$ cat src/rtl/regfile_sb.sv
// -----------------------------------------------------------------------------
// regfile_sb
//   General-purpose register file with NRD combinational read ports and one
//   write port. It also holds a pending-write scoreboard and a sequencer that
//   clears the array after reset. ID reads operands and marks destinations
//   pending at issue. WB writes results and clears the pending marks. busy[i]
//   tells ID that the operand on port i is not ready yet.
//
// Optional feature macro: REGFILE_BYPASS_EN
//   defined   -> WB-to-ID forwarding of wdata onto matching read ports, and
//                suppression of busy on a same-cycle writeback hit.
//   undefined -> rdata always comes from the array, and busy ignores the
//                in-flight write.
//
// Ports
//   clk        rising-edge clock
//   rst        synchronous, active-low reset
//   init_busy  high while in reset or while the array is being cleared
//   we/waddr/wdata            write port (WB)
//   re/raddr/rdata            per-port read enable/address/data (ID);
//                             port i is at raddr[i*ADDR_W +: ADDR_W] and
//                             rdata[i*DATA_W +: DATA_W]
//   busy                      per-port operand-not-ready flag
//   set_en/set_addr           mark a destination register pending (issue)
//   flush                     drop every pending mark
// -----------------------------------------------------------------------------
module regfile_sb #(
    parameter int DATA_W = 32,
    parameter int ADDR_W = 5,
    parameter int NRD    = 2
) (
    input  logic                  clk,
    input  logic                  rst,
    output logic                  init_busy,
    input  logic                  we,
    input  logic [ADDR_W-1:0]     waddr,
    input  logic [DATA_W-1:0]     wdata,
    input  logic [NRD-1:0]        re,
    input  logic [NRD*ADDR_W-1:0] raddr,
    output logic [NRD*DATA_W-1:0] rdata,
    output logic [NRD-1:0]        busy,
    input  logic                  set_en,
    input  logic [ADDR_W-1:0]     set_addr,
    input  logic                  flush
);

    localparam int DEPTH = 2 ** ADDR_W;

    localparam logic [ADDR_W-1:0] ZERO_ADDR = {ADDR_W{1'b0}};
    localparam logic [ADDR_W-1:0] ONE_ADDR  = {{(ADDR_W-1){1'b0}}, 1'b1};
    localparam logic [ADDR_W-1:0] LAST_ADDR = {ADDR_W{1'b1}};
    localparam logic [DATA_W-1:0] ZERO_DATA = {DATA_W{1'b0}};

    typedef enum logic [1:0] {
        ST_RST   = 2'd0,
        ST_CLEAR = 2'd1,
        ST_RUN   = 2'd2
    } state_e;

    state_e              state_q, state_d;
    logic [ADDR_W-1:0]   cnt_q, cnt_d;
    logic                init_busy_q, init_busy_d;
    logic [DEPTH-1:0]    pend_q, pend_d;
    logic [DATA_W-1:0]   regs_q [DEPTH];

    logic                run_s;
    logic                wr_en_s;
    logic [ADDR_W-1:0]   wr_addr_s;
    logic [DATA_W-1:0]   wr_data_s;
    logic [ADDR_W-1:0]   rd_addr_s [NRD];
    logic [NRD-1:0]      hit_s;
    logic [NRD*DATA_W-1:0] rdata_s;
    logic [NRD-1:0]      busy_s;

    assign run_s = (state_q == ST_RUN);

    // Sequencer next state: RST -> CLEAR (counter at 1) -> RUN after the last register.
    always_comb begin
        state_d = state_q;
        cnt_d   = cnt_q;
        case (state_q)
            ST_RST: begin
                state_d = ST_CLEAR;
                cnt_d   = ONE_ADDR;
            end
            ST_CLEAR: begin
                if (cnt_q == LAST_ADDR) begin
                    state_d = ST_RUN;
                    cnt_d   = ONE_ADDR;
                end else begin
                    state_d = ST_CLEAR;
                    cnt_d   = cnt_q + ONE_ADDR;
                end
            end
            ST_RUN: begin
                state_d = ST_RUN;
                cnt_d   = cnt_q;
            end
            default: begin
                state_d = ST_RST;
                cnt_d   = ONE_ADDR;
            end
        endcase
        init_busy_d = (state_d != ST_RUN);
    end

    // Array write port: the sequencer owns it during CLEAR, WB owns it during RUN.
    always_comb begin
        wr_en_s   = 1'b0;
        wr_addr_s = cnt_q;
        wr_data_s = ZERO_DATA;
        if (state_q == ST_CLEAR) begin
            wr_en_s = 1'b1;
        end else if (run_s && we && (waddr != ZERO_ADDR)) begin
            wr_en_s   = 1'b1;
            wr_addr_s = waddr;
            wr_data_s = wdata;
        end else begin
            wr_en_s = 1'b0;
        end
    end

    // Scoreboard next state: flush beats set, and set beats a same-cycle writeback clear.
    always_comb begin
        pend_d    = {DEPTH{1'b0}};
        pend_d[0] = 1'b0;
        for (int j = 1; j < DEPTH; j++) begin
            if (!run_s || flush) begin
                pend_d[j] = 1'b0;
            end else if (set_en && (set_addr == ADDR_W'(j))) begin
                pend_d[j] = 1'b1;
            end else if (we && (waddr == ADDR_W'(j))) begin
                pend_d[j] = 1'b0;
            end else begin
                pend_d[j] = pend_q[j];
            end
        end
    end

    // Read ports: combinational, gated to zero outside RUN, on re=0, or for r0.
    always_comb begin
        rdata_s = {(NRD*DATA_W){1'b0}};
        busy_s  = {NRD{1'b0}};
        hit_s   = {NRD{1'b0}};
        for (int i = 0; i < NRD; i++) begin
            rd_addr_s[i] = raddr[i*ADDR_W +: ADDR_W];
`ifdef REGFILE_BYPASS_EN
            hit_s[i] = we && (waddr == rd_addr_s[i]);
`else
            hit_s[i] = 1'b0;
`endif
            if (run_s && re[i] && (rd_addr_s[i] != ZERO_ADDR)) begin
                if (hit_s[i]) begin
                    rdata_s[i*DATA_W +: DATA_W] = wdata;
                end else begin
                    rdata_s[i*DATA_W +: DATA_W] = regs_q[rd_addr_s[i]];
                end
                // pend_q is the pre-edge state, so a same-cycle set does not show yet.
                busy_s[i] = pend_q[rd_addr_s[i]] & ~hit_s[i];
            end else begin
                rdata_s[i*DATA_W +: DATA_W] = ZERO_DATA;
                busy_s[i] = 1'b0;
            end
        end
    end

    // Control state registers with synchronous active-low reset.
    always_ff @(posedge clk) begin
        if (!rst) begin
            state_q     <= ST_RST;
            cnt_q       <= ONE_ADDR;
            init_busy_q <= 1'b1;
            pend_q      <= {DEPTH{1'b0}};
        end else begin
            state_q     <= state_d;
            cnt_q       <= cnt_d;
            init_busy_q <= init_busy_d;
            pend_q      <= pend_d;
        end
    end

    // Register array storage; contents are established by the CLEAR sequence.
    always_ff @(posedge clk) begin
        if (wr_en_s) begin
            regs_q[wr_addr_s] <= wr_data_s;
        end
    end

    assign init_busy = init_busy_q;
    assign rdata     = rdata_s;
    assign busy      = busy_s;

endmodule

$ cat config.mk
export PLATFORM = sky130hd
export DESIGN_NAME = regfile_sb
export DESIGN_NICKNAME = d
export VERILOG_FILES = /design/src/rtl/regfile_sb.sv
export SDC_FILE = /design/constraint.sdc
export NUM_CORES = 1
export LEC_CHECK = 0
export BUFFER_PORTS_ARGS = -buffer_cell sky130_fd_sc_hd__buf_2
export CAP_MARGIN = 5
export CORE_MARGIN = 10
export CORE_UTILIZATION = 45
export CTS_CLUSTER_DIAMETER = 80
export CTS_CLUSTER_SIZE = 16
export DETAILED_ROUTE_END_ITERATION = 8
export SYNTH_ARGS = -nofsm -noshare
export SYNTH_HDL_FRONTEND = slang
export SYNTH_SLANG_ARGS = --single-unit
$ cat constraint.sdc
create_clock -name clk -period 13.43 [get_ports clk]
set_input_delay 1.343 -clock clk [delete_from_list [all_inputs] [get_ports clk]]
set_output_delay 1.343 -clock clk [all_outputs]
set_load 0.005 [all_outputs]
Word-level counts from Yosys, hierarchy flattened
Memories as Yosys holds them, arrays and structs flattened.
Cells that the tools add are included.
W data, S select, Z words.
- bits in registers: 40
- memory bits (writable): 1024
- input bits: 59
- output and inout bits: 67
- word-level logic and storage cells: 294
- memories kept: 1
- memories (memory ; depth ; width ; rd ports ; clocked after Yosys merged registers in ; wr ports ; RTL line ; RTL):
    regs_q ; 32 ; 32 ; 2 ; 0 ; 1 ; 64 ; logic [DATA_W-1:0] regs_q [DEPTH];
- add/subtract/negate cells: 1
- order comparisons: 2
- equality and inequality tests: 66
- multiplexer cells: 82
- bitwise logic cells: 1
- reductions and logical operators: 106
- operator list (kind ; count):
    $eq A5 B5 Y1 const B ; 33
    $mux W32 ; 4
    $eq A5 B4 Y1 const B ; 16
    $mux W1 ; 70
    $logic_and A1 B1 Y1 ; 68
    $reduce_bool A2 Y1 ; 31
    $eq A5 B3 Y1 const B ; 8
    $eq A5 B2 Y1 const B ; 4
    $mux W5 ; 3
    $reduce_bool A5 Y1 ; 3
    $lt A5 B6 Y1 const B ; 2
    $bmux W1 S5 ; 2
    $eq A5 B1 Y1 const B ; 2
    $pmux W5 S2 ; 1
    $pmux W2 S3 ; 1
    $add A5 B1 Y5 const B ; 1
    $eq A2 B1 Y1 const B ; 1
    $eq A2 B2 Y1 const B ; 1
    $logic_not A2 Y1 ; 1
    $mux W2 ; 1
    $ne A2 B2 Y1 const B ; 1
    $reduce_or A2 Y1 ; 1
    $logic_not A1 Y1 ; 1
    $logic_or A1 B1 Y1 ; 1
    $not A1 Y1 ; 1

Logic depth before layout (Yosys ltp)
- word-level depth: 7
- mapped depth: 9
- gate-level depth less buffers: 7

Least setup slack after synthesis
OpenSTA, ideal clock, no wires.
- path kind: input to register
- start: in we
- end: mem regs_q[1][0], enable pin
- setup time: 513 ps
- arrival time: 5820 ps
- setup slack: 7097 ps
- stages on the path: 6
- path buffers: 2
- path through: clkbuf_1 nand3b_1 a21o_1 buf_2 a21oi_2 nor4b_1
- longest elaborated chain between the ends: 6
- elaborated cells between the ends (all ways): 8
- ends and longest elaborated chain (item ; RTL line ; RTL):
    from (decl) ; 35 ; input logic we,
    $logic_and A1 B1 Y1 * (2 in series) ; 114 ; end else if (run_s && we && (waddr != ZERO_ADDR)) begin
    $mux W1 ; 114 ;
    $mux W1 ; 112 ; if (state_q == ST_CLEAR) begin
    $mux W1 ; 184 ; if (wr_en_s) begin
    $mux W1 (not written as such) ; 185 ; regs_q[wr_addr_s] <= wr_data_s;
    to (decl) ; 64 ;
Every way passes the cells marked *; elsewhere a longest branch is shown, timed or not.

Final worst setup path
- start: in raddr[0]
- end: out rdata[16]
- longest elaborated chain between the ends: 3
- elaborated cells between the ends (all ways): 4
- ends and longest elaborated chain (item ; RTL line ; RTL):
    from (decl) ; 39 ; input logic [NRD*ADDR_W-1:0] raddr,
    branches (longest 2 deep; another with $mem_v2 Z32 W32) ; n/a ;
    $mux W32 * ; 152 ; if (run_s && re[i] && (rd_addr_s[i] != ZERO_ADDR)) begin
    to (decl) ; 40 ; output logic [NRD*DATA_W-1:0] rdata,
Every way passes the cells marked *.

==> metrics.txt <==
status completed; final period utilization 52.2%; Slew Limit Fails 0; Max VDD drop 0.107 mV; Synth Cell Area 50200 µm²; Synth area leaders edfxtp_1, mux4_2, mux2i_1; Post-CTS Setup Bufs 0; clk_skew 0.0130 ns; syn_area_per_cell 18.6 µm²; vias in the first global route 30400; TritonCTS Sinks 1063; Cells on Worst Hold Path 2; Routed Wire Length 161000 µm; hold crit path type register to register; Die Width 354 µm; RePlAce Congestion 0.841; Power, Total 6.24 mW; count of cell types in the netlist 59; fin nets 2828; Antenna Nets Post-Route 0; unrepaired setup endpoints after global routing no; commonest non-fill, non-tap cell in the layout edfxtp_1; clk slew on worst S/H paths 0.08 ns; Syn-to-layout area delta 8.51%; worst-path fanout max 80; Cell Rows 122; setup TNS 0 ns; post-CTS sizing 0; 1st-iter DRT viols 3888; placed cell count 4176; Starting Density 45.3%; initial antenna violation count 9; Ys Warns 0; Non-Filler Instances 4272; Clock Path Buffers 3; post-synthesis sequential area ratio 62.9%; first-pass GRT wire length 228000 µm; via count 29700; most frequent cells in the layout edfxtp_1, mux4_2, mux2i_1; R2R Path Start state_q[1]; Post-Synthesis Cells 2701; die area 125000 µm²; Post-CTS Hold Fix Bufs 0; grt peak-use layer met2; Worst Max-Slew Pin Slew 1.27 ns; clk_lat worst skew 0.66 ns; pwr dens 115 nW/µm²; vias per cell 6.96; CP startpoint raddr[0]; max-cap violation count 0; Peak Freq 0.143 GHz; final setup vio count 0; largest net degree at the start of global routing 114; final hold violation count 0; ratio of cells with drive above 1 in the final layout 31.0%; Worst Reg-to-Reg Cells 5; Final Core Density 49.2%; EDFF count, synth 1024; minimum clock period 7.01 ns; Post-DP HPWL 91100 µm; Synth area leader edfxtp_1; met2 GRT Util 40.8%; hold path start pend_q[16]; Startpoint Class input pin; area share of the largest cell type after synthesis 61.3%; Max-slew headroom 13.3%; H-Tree Level Count 3; Synth Net Count 2762; fillcell total 8964; met1 global-route usage 33.1%; design area 54400 µm²; die height 354 µm; R2R Setup Slk 9.23 ns; drt pass-1 iters 5; M3 GR Usage 5.49%; root buffer cell clkbuf_16; P_leak 17.8 nW; #FFs+latches synth 1063; CP endpoint kind output pin; Worst Path Arrival 5.67 ns; CTS Buf Count 77; CTS tree yes; area post-placement 52300 µm²; core box area 111000 µm²; most used flip-flop cell after synthesis edfxtp_1; Req. time, crit path 12.09 ns; boundary pin count 126; DRC viols 0; ys async rst share 0%; All-Layer GR Usage 25.2%; Worst Setup Path Type input pin to output pin; IO buf count 125; WL/cell 37.7 µm; total grt overflow 0
## cell type report
| type | instances | area (µm²) | share of cell area, % |
|---|---|---|---|
| Inverter | 11 | 41.3 | 0.0759 |
| Sequential cell | 1063 | 31500 | 57.9 |
| Clock buffer | 82 | 1990 | 3.65 |
| Multi-Input combinational cell | 1400 | 17600 | 32.3 |
| Tap cell | 1488 | 1860 | 3.42 |
| Timing Repair Buffer | 214 | 1360 | 2.49 |
| Antenna cell | 5 | 12.5 | 0.0230 |
| Clock inverter | 9 | 78.8 | 0.145 |
## registers in the layout (all words and copies together), names as in the netlist
register and cells:
cnt_q 5, init_busy 1, regs_q 1024, pend_q 31, state_q 2
## logic make-up after synthesis
kind of cell | count (synthesis) | share of synthesized area [%]
AO/OA/AOI/OAI | 449 | 6.43
AND/OR/NAND/NOR | 255 | 2.85
multiplexers | 694 | 25.2
adder cells (fa/ha/maj) | 2 | 0.0499
buffers and inverters | 238 | 2.65
flip-flops | 1063 | 62.9
## path summary, 6_finish.rpt
check | endpoint
max reg2reg | regs_q[19][6]
min | pend_q[16]
max | rdata[16]
min reg2reg | pend_q[16]
## critical path, stage by stage
cell,delay (ns)
buf_8,0.61
buf_4,0.82
buf_4,0.80
mux4_2,0.59
a22o_1,0.25
a2111oi_0,0.64
a211oi_1,0.25
buf_2,0.22
## layer usage
layer | share of wire, % | vias up
li1 | - | 11700
met5 | 0.0081 | -
met2 | 48 | 1716
met4 | 4.1 | 2
met1 | 38 | 16000
met3 | 9.4 | 343
## per-stage QoR
| step | worst slack, ns | hold WS (ns) |
|---|---|---|
| after floorplan | 7.10 | 0.460 |
| after global placement | 6.34 | 0.482 |
| after detailed placement | 6.32 | 0.490 |
| after CTS | 6.30 | 0.505 |
| after global routing | 6.08 | 0.532 |
| final | 6.42 | 0.505 |
## power breakdown
part           internal [mW]  switching [mW]
Combinational          0.199           0.261
Clock                   1.06            1.12
Sequential              3.59         0.00788
Total                   4.85            1.39
## synthesized netlist by cell type, types with 2 or more instances
master,instances
edfxtp_1,1024
mux4_2,443
mux2i_1,163
clkbuf_1,96
a22oi_1,78
a21oi_1,69
mux2_2,61
nand2_1,59
a22o_1,56
buf_2,55
and2_1,44
a211oi_1,43
buf_4,43
o21ai_0,42
dfxtp_1,39
a31oi_1,38
a221o_1,33
o22ai_1,33
a2111oi_0,31
nor3_1,30
nor2b_1,28
mux2_1,26
buf_6,25
nor2_1,20
nor3b_1,15
nand3_1,12
inv_1,11
a221oi_1,9
buf_1,7
nor4_1,7
and3_1,6
nand3b_1,6
nand2b_1,5
nand4_1,5
and2_0,4
a211o_1,3
a21o_1,3
ha_1,2
nor4_4,2
nor4b_1,2
nor4bb_1,2
o21ai_1,2
o22a_1,2
or3b_2,2
Power figures use the tool's default switching activity.
